--- src/rtl/multicycle_controller.sv ---
// Multi-cycle control FSM: fetch, decode, execute, memory and writeback sequencing
// for a small LD/SD/ADD/SUB core. Owns the PC and both memory request handshakes.
module multicycle_controller #(
    parameter logic [31:0] RESET_PC = 32'h0000_0000,
    parameter int          TIMEOUT  = 15
) (
    input  logic        clk,
    input  logic        reset,
    output logic        inst_req,
    output logic [31:0] inst_addr,
    input  logic        inst_valid,
    input  logic [31:0] inst_rdata,
    output logic [31:0] inst,
    output logic        alu_ctrl,
    output logic        data_req,
    output logic        data_we,
    input  logic        data_ready,
    output logic        reg_write_enable,
    output logic        reg_write_sel,
    output logic [31:0] pc,
    output logic        retired,
    output logic        illegal,
    output logic        bus_error
);

    typedef enum logic [2:0] {
        S_FETCH,
        S_DECODE,
        S_EXEC,
        S_MEM,
        S_WB,
        S_HALT
    } state_t;

    typedef enum logic [1:0] {
        C_LD,
        C_SD,
        C_ADD,
        C_SUB
    } iclass_t;

    localparam logic [3:0] TIMEOUT_CNT = 4'(TIMEOUT);

    state_t  state, state_nx;
    iclass_t iclass;
    iclass_t dec_class;
    logic    dec_legal;
    logic [3:0] wait_cnt;
    logic    timeout_hit;

    assign timeout_hit = (wait_cnt == TIMEOUT_CNT);

    // LD/SD are identified by opcode and funct3 alone; their upper bits are immediate.
    always_comb begin
        // NOTE: every always_comb output gets a default first so no path can infer a latch.
        dec_legal = 1'b0;
        dec_class = C_ADD;
        if (inst[14:12] == 3'b011 && inst[6:0] == 7'b0000011) begin
            dec_legal = 1'b1;
            dec_class = C_LD;
        end else if (inst[14:12] == 3'b011 && inst[6:0] == 7'b0100011) begin
            dec_legal = 1'b1;
            dec_class = C_SD;
        end else if (inst[14:12] == 3'b000 && inst[6:0] == 7'b0110011) begin
            if (inst[31:25] == 7'b0000000) begin
                dec_legal = 1'b1;
                dec_class = C_ADD;
            end else if (inst[31:25] == 7'b0100000) begin
                dec_legal = 1'b1;
                dec_class = C_SUB;
            end
        end
    end

    always_comb begin
        state_nx = state;
        case (state)
            S_FETCH: begin
                if (inst_valid)       state_nx = S_DECODE;
                else if (timeout_hit) state_nx = S_HALT;
            end
            S_DECODE: state_nx = dec_legal ? S_EXEC : S_HALT;
            S_EXEC:   state_nx = (iclass == C_LD || iclass == C_SD) ? S_MEM : S_WB;
            S_MEM: begin
                if (data_ready)       state_nx = S_WB;
                else if (timeout_hit) state_nx = S_HALT;
            end
            S_WB:     state_nx = S_FETCH;
            S_HALT:   state_nx = S_HALT;
            default:  state_nx = S_FETCH;
        endcase
    end

    always_ff @(posedge clk) begin
        // NOTE: sequential state uses non-blocking assignments so every register samples pre-edge values.
        if (reset) state <= S_FETCH;
        else       state <= state_nx;
    end

    always_ff @(posedge clk) begin
        if (reset) begin
            pc        <= RESET_PC;
            inst      <= '0;
            wait_cnt  <= '0;
            iclass    <= C_ADD;
            alu_ctrl  <= 1'b0;
            illegal   <= 1'b0;
            bus_error <= 1'b0;
        end else begin
            case (state)
                S_FETCH: begin
                    if (inst_valid) begin
                        inst     <= inst_rdata;
                        wait_cnt <= '0;
                    end else if (timeout_hit) begin
                        bus_error <= 1'b1;
                    end else begin
                        wait_cnt <= wait_cnt + 4'd1;
                    end
                end
                S_DECODE: begin
                    if (dec_legal) begin
                        iclass   <= dec_class;
                        alu_ctrl <= (dec_class == C_SUB);
                    end else begin
                        illegal <= 1'b1;
                    end
                end
                // The data phase starts its timeout from zero.
                S_EXEC: wait_cnt <= '0;
                S_MEM: begin
                    if (data_ready) begin
                        wait_cnt <= '0;
                    end else if (timeout_hit) begin
                        bus_error <= 1'b1;
                    end else begin
                        wait_cnt <= wait_cnt + 4'd1;
                    end
                end
                S_WB:    pc <= pc + 32'd4;
                default: ;
            endcase
        end
    end

    // All strobes decode from registered state only; no input reaches an output combinationally.
    assign inst_req         = (state == S_FETCH);
    assign inst_addr        = pc;
    assign data_req         = (state == S_MEM);
    assign data_we          = (state == S_MEM) && (iclass == C_SD);
    assign reg_write_enable = (state == S_WB) && (iclass != C_SD);
    assign reg_write_sel    = (state == S_WB) && (iclass == C_LD);
    assign retired          = (state == S_WB);

endmodule

--- config.mk ---
export PLATFORM = sky130hd
export DESIGN_NAME = multicycle_controller
export DESIGN_NICKNAME = d
export VERILOG_FILES = /design/src/rtl/multicycle_controller.sv
export SDC_FILE = /design/constraint.sdc
export NUM_CORES = 1
export LEC_CHECK = 0
export ABC_AREA = 1
export CAP_MARGIN = 5
export CORE_MARGIN = 4
export CORE_UTILIZATION = 45
export DETAILED_ROUTE_END_ITERATION = 6
export PLACE_DENSITY = 0.81
export REMOVE_ABC_BUFFERS = 1
export SYNTH_ARGS = -nofsm -noshare
export SYNTH_HDL_FRONTEND = slang
export SYNTH_SLANG_ARGS = --single-unit
--- constraint.sdc ---
create_clock -name clk -period 1.7 [get_ports clk]
set_input_delay 0.255 -clock clk [delete_from_list [all_inputs] [get_ports clk]]
set_output_delay 0.255 -clock clk [all_outputs]
set_load 0.005 [all_outputs]
==> reports/metrics.cfg, run 1 <==
[place]
port-buffer-count=136
place_area_um2=5120
hpwl_mm=7.88
gp_congestion=0.895

[critical_path]
cp.arrival_ns=1.37
path_depth=1
reg2reg_depth=11
critPathLaunchType=flip-flop
worstSetupEndpointType=primary output
cp.buffers_inverters=1
cp_data_required_time_ns=1.44
crit_chain=clkdlybuf4s50_1
r2r_start=state[0]
crit_path_max_incr_delay_ns=0.56
cpMaxStageDelayCell=clkdlybuf4s50_1
cp_top_family=buffers and inverters
r2r_end=inst_addr[19]
critPathKind=reg2out
cp_max_fo=8
r2r_slack_ns=0.13

[layout]
diodes=0
regArea_um2=1490
fin_util_pct=64.9
layout.nets=711
area_delta_synth_final_pct=39.9
drive_above_1_share_pct=9.44
multi_input_area_um2=1840
final_cell_area_um2=5360
fillers=742

[die]
num_rows=33
ios=141
core_um2=8260
die_h_um=100
die_width_um=100
die_area_um2=10100
initial_core_util_pct=46.4

[synthesis]
synth_top_area_share_pct=38.7
synthDistinctLibCells=36
ys_warn_count=0
ys_seq_area_share_pct=38.7
async_reset_ff_share_pct=0
syn_avg_cell_area_um2=6.89
synth_edf_count=0
synthMostInstantiatedCell=nand2_1
synth_common_cells=nand2_1 (128), dfxtp_1 (74), nor2_1 (67), a21oi_1 (56), nand3_1 (56)
yosysTopAreaCell=dfxtp_1
netlist_instances=556
syn_area_um2=3830
ys.flop_type=dfxtp_1
ys_ff_latch=74
synthTopCellsByArea=dfxtp_1 (39%), nand2_1 (13%), a21oi_1 (7.3%), nand3_1 (7.3%), buf_4 (6.7%)

[timing]
whs_ns=0.467
final-setup-viol-count=0
drv_slew=0
rsz0062_at_grt=no
fmax_mhz=615
min_period_ns=1.63
fin_crit_sh_pct=95.7
setup_tns_ns=0
skew_ns=0.00978
finalHoldViolCount=0

[hold_path]
whs_endpoint=inst[7]
min-delay-start=inst[7]
hp-class=reg2reg
whs_path_depth=2

[detailed_routing]
finalWirelength_mm=10.3
dr_total_vias=3937
drtIter0Drc=122
ant_nets=0
wl_per_cell_um=13.1
vias_per_cell=5.03
drc=0
dr.pass1.iters=5

[clock_tree]
clk_path_buf_depth=2
htreeDepth=3
cts_tree=built
cts_root_buffer=clkbuf_8
numCtsBuffers=9
path_clk_slew_ns=0.08
clock-sinks=74
hold_buffers=0
clk_latency_ns=0.35

[grt]
grt_pass1_wl_mm=16.7
grt_max_degree=32
grt_use_total_pct=20.1
grt_overflow_total=0
antenna_found_initial=0
grt_pass1_vias=3737

[pwr]
vdd_drop_max_v=0.000512
power_per_cell_area_nw_per_um2=784
p_leak_nw=2.06
power_mw=4.20

[status]
outcome=complete, no violations

[job]
maxCapViolCount=0

==> how the worst max path moves through the flow <==
| stage | startpoint | endpoint | slack (ns) |
|---|---|---|---|
| detailed placement | inst_valid | state[2] | 0.11 |
| floorplan | state[1] | state[2] | 0.07 |
| CTS | state[0] | reg_write_sel | 0.008 |
| global placement | inst_valid | state[2] | 0.15 |
| global route | state[0] | inst_addr[26] | 0.0004 |
| finish | inst_addr[27] | pc[27] | 0.07 |
==> layout by cell type, fill, tap and decap left out, drive strengths merged, types with 3 or more instances in the layout <==
cell,count
dfxtp,74
buf,19
nor3b,3
nand3,57
nor2,79
clkbuf,12
conb,4
clkdlybuf4s50,130
nand4,4
nand2,133
dlygate4sd2,5
inv,53
o21ai,24
nor3,7
a21oi,56
==> flip-flops by register name, summed over array words and instances (netlist names) <==
name       cells
state          3
alu_ctrl       1
iclass         2
illegal        1
wait_cnt       4
inst_addr     30
inst          32
bus_error      1
==> cells by family (layout without fill, tap and decap cells) <==
logic type               Yosys count  after routing  synth area share, %
flip-flops                        74             74                 38.7
adder cells (fa/ha/maj)            2              2                0.653
XOR/XNOR                           2              2                0.457
AO/OA/AOI/OAI                     86             86                 11.5
multiplexers                       1              1                0.261
AND/OR/NAND/NOR                  287            287                 34.4
other                              1              4               0.0979
buffers and inverters            103            222                 13.9
==> stage by stage <==
step | instances | setup slack [ns]
2_1_floorplan | 507 | 0.0703
3_3_place_gp | 764 | 0.151
3_5_place_dp | 764 | 0.108
4_1_cts | 783 | 0.00792
5_1_grt | 783 | 0.000352
6_report | 783 | 0.0737
==> power breakdown <==
part	switching [mW]	total, mW	internal, mW
registers	0.0863	1.93	1.84
clock network	0.692	1.42	0.730
logic	0.419	0.851	0.432
total	1.20	4.20	3.00
==> final cells by class <==
type | instances | share of cell area (%)
clock inverters | 5 | 1.14
inverters | 51 | 3.57
clock buffers | 11 | 2.64
multi-input cells | 382 | 34.4
repair buffers | 155 | 28.1
flip-flops and latches | 74 | 27.8
well taps | 105 | 2.45
==> per-layer routing <==
| metal | track usage [%] | vias to the layer above | wire, um |
|---|---|---|---|
| met1 | 22.6 | 1798 | 4020 |
| met5 | 0 | - | 0 |
| met4 | 6.11 | 0 | 116 |
| met2 | 35.6 | 138 | 5120 |
| met3 | 6.88 | 12 | 1020 |
| li1 | - | 1989 | - |
==> what timing repair did <==
item	in CTS	in global routing
gates resized for setup	13	5
setup buffers	3	0
endpoints found under the setup margin	6	5
endpoints found under the hold margin	0	0
pin swaps	1	1
Note: power is estimated with default switching activity, not from simulation.
==> run 2: changes to the inputs <==
--- a/config.mk
+++ b/config.mk
@@ -10,6 +10,7 @@
 export CORE_MARGIN = 4
 export CORE_UTILIZATION = 45
 export DETAILED_ROUTE_END_ITERATION = 6
+export HOLD_SLACK_MARGIN = 0.12
 export PLACE_DENSITY = 0.81
 export REMOVE_ABC_BUFFERS = 1
 export SYNTH_ARGS = -nofsm -noshare
==> results of run 2 <==
The final DEF is identical to that of run 1; final timing and power are the same.
